===== config.mk =====
export PLATFORM = sky130hd
export DESIGN_NAME = fpm_operand_unpack_flat
export DESIGN_NICKNAME = d
export VERILOG_FILES = /design/src/rtl/fpm_operand_unpack_if.sv /design/src/rtl/fpm_operand_unpack.sv /design/src/flat_wrapper.sv
export SDC_FILE = /design/constraint.sdc
export NUM_CORES = 1
export LEC_CHECK = 0
export CELL_PAD_IN_SITES_DETAIL_PLACEMENT = 2
export CELL_PAD_IN_SITES_GLOBAL_PLACEMENT = 2
export CORE_MARGIN = 2
export CORE_UTILIZATION = 35
export DETAILED_ROUTE_END_ITERATION = 16
export HOLD_SLACK_MARGIN = 0.12
export PLACE_DENSITY_LB_ADDON = 0.1
export REMOVE_ABC_BUFFERS = 1
export SLEW_MARGIN = 40
export SYNTH_ARGS = -nofsm -noshare
export SYNTH_HDL_FRONTEND = slang
export SYNTH_SLANG_ARGS = --single-unit

===== constraint.sdc =====
create_clock -name clk -period 12.07 [get_ports clk]
set_input_delay 2.414 -clock clk [delete_from_list [all_inputs] [get_ports clk]]
set_output_delay 2.414 -clock clk [all_outputs]
set_load 0.01 [all_outputs]

===== src/rtl/fpm_operand_unpack_if.sv =====
// Operand/result bus of the FP multiplier front end: operand pair handshake,
// unpacked result fields, special-case flags and sticky exception status.
interface fpm_operand_unpack_if #(
    parameter int EXP_W = 10
);
    logic             in_valid;
    logic             in_ready;
    logic [31:0]      a;
    logic [31:0]      b;
    logic             out_valid;
    logic             out_ready;
    logic             z_sign;
    logic [EXP_W-1:0] exp_sum;
    logic [23:0]      man_a;
    logic [23:0]      man_b;
    logic             nan;
    logic             inf;
    logic             zer;
    logic             sticky_nan;
    logic             sticky_inf;
    logic             sticky_clr;

    // Block side: consumes operands, produces unpacked fields.
    modport slave (
        input  in_valid, a, b, out_ready, sticky_clr,
        output in_ready, out_valid, z_sign, exp_sum, man_a, man_b,
               nan, inf, zer, sticky_nan, sticky_inf
    );

    // Producer/consumer side: drives operands, accepts results.
    modport master (
        output in_valid, a, b, out_ready, sticky_clr,
        input  in_ready, out_valid, z_sign, exp_sum, man_a, man_b,
               nan, inf, zer, sticky_nan, sticky_inf
    );
endinterface


===== src/rtl/fpm_operand_unpack.sv =====
// Front end of the binary32 multiplier: classifies both operands, flushes
// denormals to zero and produces sign, biased exponent sum, hidden-bit
// mantissas and nan/inf/zero flags through a 2-stage back-pressured pipeline.
// Sticky nan/inf status records special results handed downstream.
module fpm_operand_unpack #(
    parameter int BIAS  = 127,
    parameter int EXP_W = 10
) (
    input logic                  clk,
    input logic                  rst,
    fpm_operand_unpack_if.slave  bus
);

    localparam logic [EXP_W-1:0] BIAS_W = EXP_W'(BIAS);

    // Operand class as {is_nan, is_inf, is_zero}; exponent 00 covers denormals.
    function automatic logic [2:0] classify(input logic [7:0] e, input logic [22:0] f);
        logic [2:0] c;
        c = 3'b000;
        if (e == 8'hFF) begin
            if (f != 23'd0) begin
                c = 3'b100;
            end else begin
                c = 3'b010;
            end
        end else if (e == 8'h00) begin
            c = 3'b001;
        end else begin
            c = 3'b000;
        end
        return c;
    endfunction

    // Stage 1 registers
    logic             r_s1_valid;
    logic [31:0]      r_s1_a;
    logic [31:0]      r_s1_b;
    logic [2:0]       r_s1_cls_a;
    logic [2:0]       r_s1_cls_b;

    // Stage 2 (output) registers
    logic             r_out_valid;
    logic             r_z_sign;
    logic [EXP_W-1:0] r_exp_sum;
    logic [23:0]      r_man_a;
    logic [23:0]      r_man_b;
    logic             r_nan;
    logic             r_inf;
    logic             r_zer;
    logic             r_sticky_nan;
    logic             r_sticky_inf;

    // Handshake and stage-2 next values
    logic             w_s2_adv;
    logic             w_in_ready;
    logic             w_nan;
    logic             w_inf;
    logic             w_zer;
    logic             w_sign;
    logic [EXP_W-1:0] w_exp_sum;
    logic [23:0]      w_man_a;
    logic [23:0]      w_man_b;
    logic             w_xfer;

    // Advance conditions: a stage moves when its successor is empty or draining.
    always_comb begin
        w_s2_adv   = !r_out_valid || bus.out_ready;
        w_in_ready = !r_s1_valid || w_s2_adv;
        w_xfer     = r_out_valid && bus.out_ready;
    end

    // Stage 1: capture the accepted operand pair and its classification.
    always_ff @(posedge clk or posedge rst) begin
        if (rst) begin
            r_s1_valid <= 1'b0;
            r_s1_a     <= 32'd0;
            r_s1_b     <= 32'd0;
            r_s1_cls_a <= 3'b000;
            r_s1_cls_b <= 3'b000;
        end else if (w_in_ready) begin
            r_s1_valid <= bus.in_valid;
            if (bus.in_valid) begin
                r_s1_a     <= bus.a;
                r_s1_b     <= bus.b;
                r_s1_cls_a <= classify(bus.a[30:23], bus.a[22:0]);
                r_s1_cls_b <= classify(bus.b[30:23], bus.b[22:0]);
            end
        end
    end

    // Special-case resolution, exponent sum and hidden-bit mantissas from stage 1.
    always_comb begin
        w_nan = r_s1_cls_a[2] || r_s1_cls_b[2]
             || (r_s1_cls_a[1] && r_s1_cls_b[0])
             || (r_s1_cls_a[0] && r_s1_cls_b[1]);
        w_inf = !w_nan && (r_s1_cls_a[1] || r_s1_cls_b[1]);
        w_zer = !w_nan && !w_inf && (r_s1_cls_a[0] || r_s1_cls_b[0]);
        w_sign = r_s1_a[31] ^ r_s1_b[31];
        // No clamping here: overflow/underflow is resolved downstream.
        w_exp_sum = {{(EXP_W-8){1'b0}}, r_s1_a[30:23]}
                  + {{(EXP_W-8){1'b0}}, r_s1_b[30:23]}
                  - BIAS_W;
        if (r_s1_cls_a[0]) begin
            w_man_a = 24'd0;
        end else begin
            w_man_a = {1'b1, r_s1_a[22:0]};
        end
        if (r_s1_cls_b[0]) begin
            w_man_b = 24'd0;
        end else begin
            w_man_b = {1'b1, r_s1_b[22:0]};
        end
    end

    // Stage 2: load results when advancing; hold everything while stalled.
    always_ff @(posedge clk or posedge rst) begin
        if (rst) begin
            r_out_valid <= 1'b0;
            r_z_sign    <= 1'b0;
            r_exp_sum   <= {EXP_W{1'b0}};
            r_man_a     <= 24'd0;
            r_man_b     <= 24'd0;
            r_nan       <= 1'b0;
            r_inf       <= 1'b0;
            r_zer       <= 1'b0;
        end else if (w_s2_adv) begin
            r_out_valid <= r_s1_valid;
            if (r_s1_valid) begin
                r_z_sign  <= w_sign;
                r_exp_sum <= w_exp_sum;
                r_man_a   <= w_man_a;
                r_man_b   <= w_man_b;
                r_nan     <= w_nan;
                r_inf     <= w_inf;
                r_zer     <= w_zer;
            end
        end
    end

    // Sticky exception status: clear wins over a same-cycle delivered nan/inf.
    always_ff @(posedge clk or posedge rst) begin
        if (rst) begin
            r_sticky_nan <= 1'b0;
            r_sticky_inf <= 1'b0;
        end else if (bus.sticky_clr) begin
            r_sticky_nan <= 1'b0;
            r_sticky_inf <= 1'b0;
        end else begin
            r_sticky_nan <= r_sticky_nan || (w_xfer && r_nan);
            r_sticky_inf <= r_sticky_inf || (w_xfer && r_inf);
        end
    end

    assign bus.in_ready   = w_in_ready;
    assign bus.out_valid  = r_out_valid;
    assign bus.z_sign     = r_z_sign;
    assign bus.exp_sum    = r_exp_sum;
    assign bus.man_a      = r_man_a;
    assign bus.man_b      = r_man_b;
    assign bus.nan        = r_nan;
    assign bus.inf        = r_inf;
    assign bus.zer        = r_zer;
    assign bus.sticky_nan = r_sticky_nan;
    assign bus.sticky_inf = r_sticky_inf;

endmodule


===== src/flat_wrapper.sv =====
// flat-port wrapper written by rule: the top's interface ports become plain ports
module fpm_operand_unpack_flat 
#(
    parameter int BIAS  = 127,
    parameter int EXP_W = 10
)
  (clk, rst, bus_in_valid, bus_a, bus_b, bus_out_ready, bus_sticky_clr, bus_in_ready, bus_out_valid, bus_z_sign, bus_exp_sum, bus_man_a, bus_man_b, bus_nan, bus_inf, bus_zer, bus_sticky_nan, bus_sticky_inf);
  fpm_operand_unpack_if #(.EXP_W(EXP_W)) bus_i ();
  input logic clk;
  input logic rst;
  input wire logic [$bits(bus_i.in_valid)-1:0] bus_in_valid;
  input wire logic [$bits(bus_i.a)-1:0] bus_a;
  input wire logic [$bits(bus_i.b)-1:0] bus_b;
  input wire logic [$bits(bus_i.out_ready)-1:0] bus_out_ready;
  input wire logic [$bits(bus_i.sticky_clr)-1:0] bus_sticky_clr;
  output wire logic [$bits(bus_i.in_ready)-1:0] bus_in_ready;
  output wire logic [$bits(bus_i.out_valid)-1:0] bus_out_valid;
  output wire logic [$bits(bus_i.z_sign)-1:0] bus_z_sign;
  output wire logic [$bits(bus_i.exp_sum)-1:0] bus_exp_sum;
  output wire logic [$bits(bus_i.man_a)-1:0] bus_man_a;
  output wire logic [$bits(bus_i.man_b)-1:0] bus_man_b;
  output wire logic [$bits(bus_i.nan)-1:0] bus_nan;
  output wire logic [$bits(bus_i.inf)-1:0] bus_inf;
  output wire logic [$bits(bus_i.zer)-1:0] bus_zer;
  output wire logic [$bits(bus_i.sticky_nan)-1:0] bus_sticky_nan;
  output wire logic [$bits(bus_i.sticky_inf)-1:0] bus_sticky_inf;
  assign bus_i.in_valid = bus_in_valid;
  assign bus_i.a = bus_a;
  assign bus_i.b = bus_b;
  assign bus_i.out_ready = bus_out_ready;
  assign bus_i.sticky_clr = bus_sticky_clr;
  assign bus_in_ready = bus_i.in_ready;
  assign bus_out_valid = bus_i.out_valid;
  assign bus_z_sign = bus_i.z_sign;
  assign bus_exp_sum = bus_i.exp_sum;
  assign bus_man_a = bus_i.man_a;
  assign bus_man_b = bus_i.man_b;
  assign bus_nan = bus_i.nan;
  assign bus_inf = bus_i.inf;
  assign bus_zer = bus_i.zer;
  assign bus_sticky_nan = bus_i.sticky_nan;
  assign bus_sticky_inf = bus_i.sticky_inf;
  fpm_operand_unpack #(.BIAS(BIAS), .EXP_W(EXP_W)) u_core (.clk(clk), .rst(rst), .bus(bus_i));
endmodule

==> impl_metrics.toml <==
[outcome]
status = "completed"

[drt]
vias = 4375
dr.pass1.iters = 4
ant_nets = 0
drtIter0Drc = 109
vias_per_cell = 5.00
drt-total-wl_um = 16000
routedWlPerCell_um = 18.3
drcViolationCount = 0

[placed_design]
portBuffers = 134
dp_worst_setup_slack_ns = 5.78
place.gp.congestion = 0.763
dp_hpwl_um = 11100
placed_area_mm2 = 0.00746

[critical_path]
required_ns = 9.66
crit_top_cell = "clkdlybuf4s50_1"
worstSetupStartpointType = "input port"
cp_slowest_cell = "clkdlybuf4s50_1"
max_stage_delay_ns = 0.62
cp.arrival_ns = 3.87
cp-end-kind = "primary output"
timing.rr.start = "u_core.r_s1_b[23]"
rr_worst_depth = 8
r2r_slack_ns = 9.46
critical_path_class = "input port to primary output"
r2r_end = "u_core.bus.exp_sum[8]"
startpoint = "bus_out_ready"
crit_chain = "clkdlybuf4s50_1 > nand3b_1 > clkdlybuf4s50_1"
cp_max_fo = 4

[layout]
drive_gt1_share_pct = 17.3
antenna_cells = 0
syn2layout_area_growth_pct = 36.9
stdcell_area_mm2 = 0.00807
fin_nets = 721
utilization_pct = 48.8
final_cell_mix = "clkdlybuf4s50_1 (134), dfrtp_1 (134), nand2_1 (72)"
fillers = 1650

[clocking]
clk_pin_slew_ns = 0.05
clock-sinks = 136
cts_tree = "yes"
cts_setup_buffers = 0
htree_levels = 4
clock_latency_ns = 0.41
ctsResizeCount = 0
cts_hold_buf = 0
cts_buffer_depth = 2
cts_buffers = 17
cts_root_buf = "clkbuf_16"

[global_routing]
first_global_vias = 5009
grt_pass1_wl_um = 26600
grt_max_degree = 78
grtUsageTotal_pct = 19.2
antenna_found_initial = 0
overflow = 0

[timing]
fmax_mhz = 159
layout_min_cycle_time_ns = 6.29
fin_skew_ns = 0.00716
slew_violations = 0
worstMarginPinSlew_ns = 0.711
maxSlewHeadroom_pct = 52.6
tns_ns = 0
rsz0062_at_grt = "false"
worst_slack_ns = 5.78
whs_ns = 0.475
hold_viol_final = 0
min_period_over_period_pct = 52.1
finalSetupViolCount = 0

[floorplan]
dieWidth_um = 134
die-area_mm2 = 0.0179
pin_count = 135
die_h_um = 134
row_count = 47
core_mm2 = 0.0165
initial_core_util_pct = 35.7

[worst_hold_path]
holdPathEnd = "u_core.bus.exp_sum[0]"
hold_depth = 2
min-delay-start = "u_core.bus.exp_sum[0]"
hp-class = "register to register"

[power_and_ir_drop]
power_frac_clock_pct = 35.4
p_seq_share_pct = 39.3
switching_share_pct = 28.0
pwr-share-comb_pct = 25.2
power_density_mw_per_mm2 = 186
p_leak_nw = 3.36
internal_power_mw = 1.08
worst_ir_drop_vdd_v = 0.0000911
p_sw_mw = 0.419

[synth]
yosys_warnings = 0
async_flop_share_pct = 100
ys_types = 45
syn_area_mm2 = 0.00589
synth_edf_count = 0
ys.flop_type = "dfrtp_1"
ys_ff_latch = 136
syn_area_per_cell_um2 = 11.5
syn-instance-count = 512
ys_seq_area_share_pct = 57.8

[run]
drv_cap = 0
==> how the worst max path moves through the flow <==
stage,endpoint,slack [ns]
6_report,bus_in_ready,5.78
5_1_grt,bus_in_ready,5.73
4_1_cts,bus_in_ready,5.77
3_5_place_dp,bus_in_ready,5.78
3_3_place_gp,bus_in_ready,5.93
2_1_floorplan,u_core.bus.exp_sum[0],6.02
==> cell families after synthesis <==
logic type,Yosys count,synth area share (%)
buffers and inverters,27,1.78
DFF,136,57.8
adders and majority gates,10,2.25
xor gates and xnor gates,10,1.49
muxes,65,12.4
and+or+nand+nor,175,15.3
AOI/OAI and AO/OA,89,8.96
==> stage by stage <==
| stage | cells | total power [mW] |
|---|---|---|
| after floorplan | 487 | 0.787 |
| after global placement | 843 | 0.957 |
| after detailed placement | 843 | 0.979 |
| after CTS | 875 | 1.52 |
| after global routing | 875 | 1.58 |
| final | 875 | 1.50 |
==> metal layers <==
layer,GRT usage (%),vias up,wire length (µm)
met5,0,-,0
met4,5.44,0,226
met3,4.49,18,616
met2,33.4,89,8170
met1,23.9,2218,6960
li1,-,2050,-
==> state kept, by name (all words and copies together), names as in the netlist <==
signal / count
u_core.r_s1_cls_a: 3
u_core.bus.exp_sum: 10
u_core.r_s1_cls_b: 3
u_core.bus.man_a: 24
u_core.bus.nan: 1
u_core.r_s1_a: 32
u_core.r_s1_b: 32
u_core.bus.sticky_inf: 1
u_core.bus.out_valid: 1
u_core.bus.man_b: 24
u_core.bus.inf: 1
u_core.bus.sticky_nan: 1
u_core.r_s1_valid: 1
u_core.bus.z_sign: 1
u_core.bus.zer: 1
==> power groups by stage <==
stage | combinational, mW | sequential (mW) | clock (mW)
finish | 0.378 | 0.588 | 0.531
global route | 0.420 | 0.601 | 0.563
CTS | 0.387 | 0.590 | 0.544
detailed placement | 0.383 | 0.597 | 0
global placement | 0.367 | 0.590 | 0
floorplan | 0.177 | 0.610 | 0
==> worst max-delay path, delay by kind of cell <==
kind                   cells  cell delay, ns
AND/OR/NAND/NOR            1            0.29
buffers and inverters      2            1.17
==> final cells by class <==
class / count / area [µm²] / share of cell area, %
Multi-Input combinational cell: 349 / 2410 / 29.8
Sequential cell: 136 / 3410 / 42.2
Tap cell: 220 / 275 / 3.41
Timing Repair Buffer: 136 / 1360 / 16.9
Clock inverter: 12 / 150 / 1.86
Clock buffer: 20 / 457 / 5.66
Inverter: 2 / 12.5 / 0.155
==> synth_stat cells, types with 2 or more instances <==
library cell / number / area, µm²
nand2_1: 74 / 278
mux2_2: 65 / 732
a22o_1: 2 / 17.5
nand4_1: 7 / 43.8
and2_1: 2 / 12.5
nand3_1: 2 / 10.0
xnor2_1: 7 / 61.3
inv_1: 2 / 7.51
a21oi_1: 3 / 15.0
nor4_1: 15 / 93.8
nor3_1: 6 / 30.0
o41ai_1: 2 / 17.5
o21ai_0: 65 / 325
clkbuf_1: 22 / 82.6
buf_2: 3 / 15.0
or3_1: 2 / 12.5
nand2b_1: 51 / 319
xor2_1: 3 / 26.3
dfrtp_1: 136 / 3400
a31oi_1: 3 / 18.8
nor2_1: 8 / 30.0
ha_1: 9 / 113
(Power assumes the default switching activity.)
